$ cat config.mk
export PLATFORM = sky130hd
export DESIGN_NAME = seq_alu_unit
export DESIGN_NICKNAME = d
export VERILOG_FILES = /design/src/rtl/seq_alu_unit.sv
export SDC_FILE = /design/constraint.sdc
export NUM_CORES = 1
export LEC_CHECK = 0
export CAP_MARGIN = 10
export CORE_ASPECT_RATIO = 1.4
export CORE_MARGIN = 5
export CORE_UTILIZATION = 50
export CTS_CLUSTER_DIAMETER = 40
export DETAILED_ROUTE_END_ITERATION = 8
export PLACE_DENSITY = 0.76
export SYNTH_ARGS = -nofsm -noshare
export SYNTH_HDL_FRONTEND = slang
export SYNTH_SLANG_ARGS = --single-unit
$ cat constraint.sdc
create_clock -name i_clk -period 10.3 [get_ports i_clk]
set_clock_uncertainty 0.2 [all_clocks]
set_input_delay 1.03 -clock i_clk [delete_from_list [all_inputs] [get_ports i_clk]]
set_output_delay 1.03 -clock i_clk [all_outputs]
set_load 0.01 [all_outputs]
$ cat src/rtl/seq_alu_unit.sv
// Multi-cycle ALU: single-cycle ops finish at the accept edge; signed Booth MUL and restoring DIV take WIDTH clocks.
// start is only sampled while idle; busy covers every iteration and done pulses once per op.
module seq_alu_unit #(
  parameter int WIDTH = 32
) (
  input  logic             i_clk,
  input  logic             i_clr,
  input  logic             i_start,
  input  logic [4:0]       i_opcode,
  input  logic [WIDTH-1:0] i_a,
  input  logic [WIDTH-1:0] i_b,
  output logic             o_busy,
  output logic             o_done,
  output logic [WIDTH-1:0] o_z_hi,
  output logic [WIDTH-1:0] o_z_lo,
  output logic             o_div_by_zero
);

  localparam int SHW = $clog2(WIDTH);
  localparam logic [SHW:0] CNT_INIT = (SHW+1)'(WIDTH);
  localparam logic [SHW:0] CNT_ONE  = (SHW+1)'(1);

  localparam logic [4:0] OP_ADD = 5'b00011;
  localparam logic [4:0] OP_SUB = 5'b00100;
  localparam logic [4:0] OP_SHR = 5'b00101;
  localparam logic [4:0] OP_SHL = 5'b00110;
  localparam logic [4:0] OP_ROR = 5'b00111;
  localparam logic [4:0] OP_ROL = 5'b01000;
  localparam logic [4:0] OP_AND = 5'b01001;
  localparam logic [4:0] OP_OR  = 5'b01010;
  localparam logic [4:0] OP_MUL = 5'b01110;
  localparam logic [4:0] OP_DIV = 5'b01111;
  localparam logic [4:0] OP_NEG = 5'b10000;
  localparam logic [4:0] OP_NOT = 5'b10001;

  typedef enum logic [1:0] {S_IDLE, S_MUL, S_DIV} state_t;

  state_t           r_state, w_state_nxt;
  logic             w_busy_nxt, w_done_nxt, w_last;
  logic [SHW:0]     r_cnt;
  logic [WIDTH:0]   r_hi;
  logic [WIDTH-1:0] r_lo, r_m, r_a;
  logic             r_qm1, r_neg_q, r_neg_r, r_bz;
  logic             r_busy, r_done, r_dbz;
  logic [WIDTH-1:0] r_z_hi, r_z_lo;

  logic [SHW-1:0]     w_sh;
  logic [2*WIDTH-1:0] w_dbl;
  logic [WIDTH-1:0]   w_alu, w_a_abs, w_b_abs;
  logic [WIDTH:0]     w_m_ext, w_bsum, w_mhi_nxt;
  logic [WIDTH-1:0]   w_mlo_nxt;
  logic [WIDTH:0]     w_dshift;
  logic               w_dge;
  logic [WIDTH-1:0]   w_drem, w_dquo, w_q_fin, w_r_fin;

  assign o_busy        = r_busy;
  assign o_done        = r_done;
  assign o_z_hi        = r_z_hi;
  assign o_z_lo        = r_z_lo;
  assign o_div_by_zero = r_dbz;

  assign w_last = (r_cnt == CNT_ONE);

  always_ff @(posedge i_clk) begin
    if (i_clr) r_state <= S_IDLE;
    else       r_state <= w_state_nxt;
  end

  always_comb begin
    w_state_nxt = r_state;
    w_busy_nxt  = 1'b0;
    w_done_nxt  = 1'b0;
    case (r_state)
      S_IDLE: begin
        if (i_start) begin
          if (i_opcode == OP_MUL) begin
            w_state_nxt = S_MUL;
            w_busy_nxt  = 1'b1;
          end else if (i_opcode == OP_DIV) begin
            w_state_nxt = S_DIV;
            w_busy_nxt  = 1'b1;
          end else begin
            w_done_nxt  = 1'b1;
          end
        end
      end
      S_MUL, S_DIV: begin
        if (w_last) begin
          w_state_nxt = S_IDLE;
          w_done_nxt  = 1'b1;
        end else begin
          w_busy_nxt  = 1'b1;
        end
      end
      default: w_state_nxt = S_IDLE;
    endcase
  end

  // Rotates use a doubled operand so the wrapped bits fall out of a plain shift.
  always_comb begin
    w_sh  = i_b[SHW-1:0];
    w_dbl = {i_a, i_a};
    w_alu = '0;
    case (i_opcode)
      OP_ADD:  w_alu = i_a + i_b;
      OP_SUB:  w_alu = i_a - i_b;
      OP_SHR:  w_alu = i_a >> w_sh;
      OP_SHL:  w_alu = i_a << w_sh;
      OP_ROR:  w_alu = WIDTH'(w_dbl >> w_sh);
      OP_ROL:  w_alu = WIDTH'((w_dbl << w_sh) >> WIDTH);
      OP_AND:  w_alu = i_a & i_b;
      OP_OR:   w_alu = i_a | i_b;
      OP_NEG:  w_alu = -i_b;
      OP_NOT:  w_alu = ~i_b;
      default: w_alu = '0;
    endcase
  end

  assign w_a_abs = i_a[WIDTH-1] ? -i_a : i_a;
  assign w_b_abs = i_b[WIDTH-1] ? -i_b : i_b;

  // Booth step: r_hi carries one guard bit so adding/subtracting MIN cannot overflow.
  assign w_m_ext = {r_m[WIDTH-1], r_m};
  always_comb begin
    case ({r_lo[0], r_qm1})
      2'b01:   w_bsum = r_hi + w_m_ext;
      2'b10:   w_bsum = r_hi - w_m_ext;
      default: w_bsum = r_hi;
    endcase
  end
  assign w_mhi_nxt = {w_bsum[WIDTH], w_bsum[WIDTH:1]};
  assign w_mlo_nxt = {w_bsum[0], r_lo[WIDTH-1:1]};

  // Restoring divide on magnitudes; r_lo shifts the dividend out and the quotient in.
  assign w_dshift = {r_hi[WIDTH-1:0], r_lo[WIDTH-1]};
  assign w_dge    = (w_dshift >= {1'b0, r_m});
  assign w_drem   = w_dge ? WIDTH'(w_dshift - {1'b0, r_m}) : w_dshift[WIDTH-1:0];
  assign w_dquo   = {r_lo[WIDTH-2:0], w_dge};
  assign w_q_fin  = r_neg_q ? -w_dquo : w_dquo;
  assign w_r_fin  = r_neg_r ? -w_drem : w_drem;

  always_ff @(posedge i_clk) begin
    if (i_clr) begin
      r_busy  <= 1'b0;
      r_done  <= 1'b0;
      r_dbz   <= 1'b0;
      r_z_hi  <= '0;
      r_z_lo  <= '0;
      r_cnt   <= '0;
      r_hi    <= '0;
      r_lo    <= '0;
      r_m     <= '0;
      r_a     <= '0;
      r_qm1   <= 1'b0;
      r_neg_q <= 1'b0;
      r_neg_r <= 1'b0;
      r_bz    <= 1'b0;
    end else begin
      r_busy <= w_busy_nxt;
      r_done <= w_done_nxt;
      case (r_state)
        S_IDLE: begin
          if (i_start) begin
            r_dbz <= 1'b0;
            r_cnt <= CNT_INIT;
            r_hi  <= '0;
            r_qm1 <= 1'b0;
            if (i_opcode == OP_MUL) begin
              r_m  <= i_a;
              r_lo <= i_b;
            end else if (i_opcode == OP_DIV) begin
              r_m     <= w_b_abs;
              r_lo    <= w_a_abs;
              r_a     <= i_a;
              r_bz    <= (i_b == '0);
              r_neg_q <= i_a[WIDTH-1] ^ i_b[WIDTH-1];
              r_neg_r <= i_a[WIDTH-1];
            end else begin
              r_z_lo <= w_alu;
              r_z_hi <= '0;
            end
          end
        end
        S_MUL: begin
          r_cnt <= r_cnt - 1'b1;
          r_hi  <= w_mhi_nxt;
          r_lo  <= w_mlo_nxt;
          r_qm1 <= r_lo[0];
          if (w_last) begin
            r_z_hi <= w_mhi_nxt[WIDTH-1:0];
            r_z_lo <= w_mlo_nxt;
          end
        end
        S_DIV: begin
          r_cnt <= r_cnt - 1'b1;
          r_hi  <= {1'b0, w_drem};
          r_lo  <= w_dquo;
          if (w_last) begin
            if (r_bz) begin
              r_z_lo <= '1;
              r_z_hi <= r_a;
              r_dbz  <= 1'b1;
            end else begin
              r_z_lo <= w_q_fin;
              r_z_hi <= w_r_fin;
            end
          end
        end
        default: ;
      endcase
    end
  end

endmodule

==> Word level (Yosys, flattened, before mapping) <==
Cells that the tools add are included.
{ "totals": {"reg_bits": 208, "input_bits": 72, "out_inout_bits": 67, "word_cells": 128} }
{ "classes": {"add_sub_neg": 10, "magnitude_cmp": 1, "eq_ne": 25, "shifts": 4, "n_mux": 51, "bitwise_logic": 5, "reduce_logical": 17} }
{ "op_table": {"columns": ["cell", "n"], "rows": [
  ["32-bit two-way mux", 22],
  ["32-bit case mux with 10 select lines", 1],
  ["32-bit case mux with 3 select lines", 3],
  ["32-bit negator", 4],
  ["33-bit case mux with 3 select lines", 1],
  ["33-bit case mux with 2 select lines", 1],
  ["64-bit by 5-bit << shifter with 64-bit output", 1],
  ["64-bit by 5-bit >> shifter with 32-bit output", 1],
  ["32-bit subtractor", 2],
  ["33-bit adder", 1],
  ["33-bit by 32-bit >= comparator with 1-bit output", 1],
  ["33-bit two-way mux", 1],
  ["33-bit subtractor", 1],
  ["32-bit adder", 1],
  ["32-bit AND", 1],
  ["32-bit zero test", 1],
  ["32-bit inverter", 1],
  ["32-bit bitwise OR", 1],
  ["32-bit by 5-bit << shifter with 32-bit output", 1],
  ["32-bit by 5-bit >> shifter with 32-bit output", 1],
  ["5-bit by 4-bit == test with 1-bit output, second input constant", 5],
  ["5-bit by 3-bit == test with 1-bit output, second input constant", 4],
  ["2-bit != test, second input constant", 6],
  ["6-bit case mux with 2 select lines", 1],
  ["23 further kinds", 50]
]} }

==> Logic depth before layout (Yosys ltp) <==
{ "depth": {"word_depth": 7, "mapped_depth": 26, "ltp_nobuf": 21} }

==> Least setup slack after synthesis <==
OpenSTA, ideal clock, no wires.
{ "synth_timing": {"path_kind": "input to register", "startpoint": "input port i_b[0]", "endpoint": "register r_z_lo[30] (netlist: o_z_lo[30])", "setup_ps": 130, "arrival_time_ps": 6022, "t_required_ps": 9970, "slack_ps": 3948, "cell_stages": 24, "path_buffers": 4, "cell_sequence": "clkbuf_1 -> clkbuf_1 -> buf_1 -> inv_1 -> ha_1 -> nand3_1 -> or4b_4 -> or4b_4 -> buf_6 -> nor3_1 -> nor2_1 -> xnor2_1 -> ha_1 -> a21o_1 -> a21oi_1 -> o21ai_0 -> or3_1 -> nor3_1 -> nand2b_1 -> o2111ai_1 -> a21oi_1 -> mux2i_1 -> a221oi_1 -> o21ai_0"} }
{ "synth_via": {"elab_chain_cells": 6, "word_cells_on_any_way": 12, "cone_classes": "3 x add/sub; 4 x shift; 5 x mux"} }
{ "synth_lines": {"columns": ["item", "line_no", "rtl"], "rows": [
  ["from (decl)", "11", "input logic [WIDTH-1:0] i_b,"],
  ["32-bit negator, or another cell as far along", "113", "OP_NEG: w_alu = -i_b;"],
  ["32-bit case mux with 10 select lines (*)", "104", "case (i_opcode)"],
  ["32-bit two-way mux (*)", "171", "end else if (i_opcode == OP_DIV) begin"],
  ["32-bit two-way mux (*)", "168", "if (i_opcode == OP_MUL) begin"],
  ["32-bit two-way mux (*)", "163", "if (i_start) begin"],
  ["32-bit case mux with 3 select lines (*)", "161", "case (r_state)"],
  ["to (signal assigned)", "179", "r_z_lo <= w_alu;"],
  ["to (signal assigned)", "191", "r_z_lo <= w_mlo_nxt;"],
  ["to (signal assigned)", "204", "r_z_lo <= w_q_fin;"],
  ["to (decl)", "45", "logic [WIDTH-1:0] r_z_hi, r_z_lo;"]
]} }
Every way passes the cells marked *; elsewhere a longest branch is shown, timed or not. The select of a mux whose other input is x is not followed.
A chain may end at the register's enable or synchronous reset.

==> Final worst setup path <==
{ "layout_timing": {"startpoint": "register r_hi[13]", "endpoint": "register r_z_hi[24] (netlist: o_z_hi[24])"} }
{ "layout_via": {"elab_chain_cells": 7, "word_cells_on_any_way": 12, "cone_classes": "4 x add/sub; 1 x order compare; 7 x mux"} }
{ "layout_lines": {"columns": ["item", "line_no", "rtl"], "rows": [
  ["from (decl)", "41", "logic [WIDTH:0] r_hi;"],
  ["from (signal assigned)", "186", "r_hi <= w_mhi_nxt;"],
  ["from (signal assigned)", "196", "r_hi <= {1'b0, w_drem};"],
  ["32-bit subtractor or 33-bit by 32-bit >= comparator with 1-bit output (tied branches)", "137, 136", null],
  ["32-bit two-way mux", "137", "assign w_drem = w_dge ? WIDTH'(w_dshift - {1'b0, r_m}) : w_dshift[WIDTH-1:0];"],
  ["32-bit negator", "140", "assign w_r_fin = r_neg_r ? -w_drem : w_drem;"],
  ["32-bit two-way mux", "140", null],
  ["32-bit two-way mux", "199", "if (r_bz) begin"],
  ["32-bit two-way mux", "198", "if (w_last) begin"],
  ["32-bit case mux with 3 select lines (*)", "161", null],
  ["to (signal assigned)", "190", "r_z_hi <= w_mhi_nxt[WIDTH-1:0];"],
  ["to (signal assigned)", "201", "r_z_hi <= r_a;"],
  ["to (signal assigned)", "205", "r_z_hi <= w_r_fin;"],
  ["to (decl)", "45", null]
]} }
Marked as above.

==> flow_summary.toml <==
[global_routing]
grt_pass1_wl_um = 172000
antenna_found_initial = 4
grt_max_degree = 87
grt_overflow_total = 0
grt_pass1_vias = 27700
grt_usage = 0.410

[finish]
fillers = 4931
layout.nets = 3795
multi_input_area_um2 = 19400
area_growth_pct = 10.5
layoutNonFillerInstCount = 4278
drive_gt1_frac = 0.0683
seq_area_um2 = 4150

[clock_network]
cts_tree = "built"
cts.sinks = 207
numCtsBuffers = 35
cts.clk_slew.worst_paths_ns = 0.06
clockBufferDepth = 3
clkLatencyLatePin_ns = 0.56
ctsResizeCount = 0
post_cts_buffers = 0
htreeDepth = 2
cts_root_buf = "clkbuf_16"
ctsHoldBuffers = 0

[die]
die-area_um2 = 54900
start_util = 0.503
die_x_um = 199
io_pins = 139
die_y_um = 275
core_area_um2 = 49900
rows = 97

[logic_synthesis]
yosys.area.top_type = "dfxtp_1"
synth_common_cells = "513 x nand2_1, 425 x nor2_1, 352 x a21oi_1"
ys_warn_count = 0
netlist.area_leader.share = 0.165
synth_area_leaders = "dfxtp_1 17%, nand2_1 7.7%, a21oi_1 7.0%"
ys_ff_latch = 207
synth_seq_area_share = 0.165
syn_inst = 3680
synthArstFlopShare = 0
syn_avg_cell_area_um2 = 6.82
yosysUniqueCellTypes = 91
post-synth-top-count-cell = "nand2_1"
synth_flop_cell = "dfxtp_1"
synth_edf_count = 0
syn_nets = 3868
synthesis.area_um2 = 25100

[setup_path]
worstSetupPathType = "reg2reg"
crit_chain = "ha_1 -> a21oi_1 -> o21ai_0 -> or2_2 -> o211ai_2 -> nand2_2 -> o21ai_0 -> ha_1 -> nand3_1 -> nor3_1 -> nand4b_1 -> o21ai_1 -> o2111ai_1 -> o31ai_1 -> xor2_1 -> o211ai_1 -> a22o_1"
arrival_ns = 6.85
critical_path.top_delay_family = "compound AO/OA/AOI/OAI gates"
cp_num_buf_inv = 0
worstPathRequired_ns = 10.52
cp_max_fo = 13
setup.worst_path.end_class = "register"
critPathMaxStageDelay_ns = 0.57
cp-start-kind = "register"
cpMaxStageDelayCell = "o211ai_2"

[sta]
rsz0062_at_grt = "no"
drv_slew = 0
fin_crit_sh = 0.643
finalCriticalPeriod_ns = 6.63
finalHoldViolations = 0
slew-limit-headroom = 0.0727
setup_viol = 0
fin_hold_ws_ns = 0.247
tns_ns = 0
tightest_slew_ns = 1.39
fmax_ghz = 0.151

[route]
drt_iter0_drc = 3630
detail_route.wl_per_cell_um = 27.4
drt-total-wl_um = 117000
dr.pass1.iters = 6
vias = 29400
vias_per_cell = 6.88
final_antenna_net_count = 0
drc = 0

[min_path]
hold_path.class = "reg2reg"

[power_and_ir_drop]
leakage_nw = 10.5
ir_worst_vdd_mv = 0.131
powerDensity_nw_per_um2 = 126

[status]
outcome = "finished clean"

[placement]
place.gp.congestion = 1.11
dpl.cell_count = 4212
dp_hpwl_um = 87100
io_buffers = 138

[flow_run]
max_cap_viol_count = 0
==> worst min-delay path, delay by kind of cell, from the launching register on <==
family / cells / cell delay (ns)
AO/OA/AOI/OAI: 1 / 0.05
AND/OR/NAND/NOR: 1 / 0.04
flip-flops: 1 / 0.32
==> cell families (layout without fill, tap and decap cells) <==
group	Yosys count	count (layout)	share of synthesized area
adders and majority gates	116	116	0.0587
muxes	145	145	0.0721
and+or+nand+nor	1313	1313	0.232
xor gates and xnor gates	277	277	0.0966
buffers and inverters	415	368	0.0667
other	0	2	0
AOI/OAI and AO/OA	1207	1207	0.308
DFF	207	207	0.165
==> through the flow <==
step	instance area (um^2)	worst slack, ns	power, mW	utilization
final	27800	3.67	3.50	0.557
after global routing	27800	3.45	3.61	0.556
after CTS	27800	3.83	3.44	0.556
after detailed placement	26600	3.27	2.24	0.532
after global placement	26600	3.40	2.24	0.532
after floorplan	25100	3.95	1.79	-
==> where the power goes <==
part	internal, mW	total, mW	switching, mW	leakage (nW)
Clock	0.740	1.21	0.472	0.575
Sequential	0.822	0.848	0.0252	1.67
Combinational	0.484	1.44	0.954	8.28
==> state kept, by name (all words and copies together), names as in the netlist <==
name,count
r_cnt,6
r_lo,32
o_z_hi,32
o_busy,1
r_a,32
r_bz,1
o_done,1
o_div_by_zero,1
r_neg_q,1
o_z_lo,32
r_state,2
r_qm1,1
r_hi,33
r_m,32
==> path summary, 6_finish.rpt <==
kind / cells past startpoint / startpoint / end / slack (ns)
worst min register to register: 2 / o_z_hi[12]$_SDFFE_PP0P_ / o_z_hi[12]$_SDFFE_PP0P_ / 0.25
worst max-delay path: 17 / r_hi[13]$_SDFFE_PP0P_ / o_z_hi[24]$_SDFFE_PP0P_ / 3.67
worst max register to register: 17 / r_hi[13]$_SDFFE_PP0P_ / o_z_hi[24]$_SDFFE_PP0P_ / 3.67
worst min-delay path: 2 / o_z_hi[12]$_SDFFE_PP0P_ / o_z_hi[12]$_SDFFE_PP0P_ / 0.25
==> cell type report <==
cell class,count,share of cell area
diodes,2,0.000180
flip-flops and latches,207,0.149
inverters,93,0.0126
clock inverters,20,0.00802
repair buffers,212,0.0686
well taps,643,0.0290
multi-input cells,3058,0.697
clock buffers,43,0.0352
==> cell usage in the layout (no fill, tap or decap), types with 23 or more instances in the layout <==
| master | count |
|---|---|
| a211oi_1 | 63 |
| a21o_1 | 55 |
| a21oi_1 | 351 |
| a221oi_1 | 37 |
| a22oi_1 | 32 |
| a311oi_1 | 33 |
| a31oi_1 | 39 |
| buf_4 | 74 |
| clkbuf_16 | 36 |
| clkdlybuf4s50_1 | 130 |
| dfxtp_1 | 206 |
| ha_1 | 110 |
| inv_1 | 88 |
| mux2i_1 | 100 |
| mux4_2 | 27 |
| nand2_1 | 512 |
| nand2b_1 | 52 |
| nand3_1 | 47 |
| nand4_1 | 25 |
| nor2_1 | 420 |
| nor2b_1 | 23 |
| nor3_1 | 78 |
| o211ai_1 | 31 |
| o21ai_0 | 287 |
| o221ai_1 | 62 |
| o31ai_1 | 33 |
| or3_1 | 26 |
| xnor2_1 | 190 |
| xor2_1 | 87 |
==> per-layer routing <==
metal / vias up / track usage / wire, um
li1: 13200 / - / -
met1: 13700 / 0.443 / 39400
met2: 1898 / 0.655 / 52200
met3: 658 / 0.0838 / 10900
met4: 0 / 0.402 / 14800
met5: - / 0 / 0
Power figures use the tool's default switching activity.
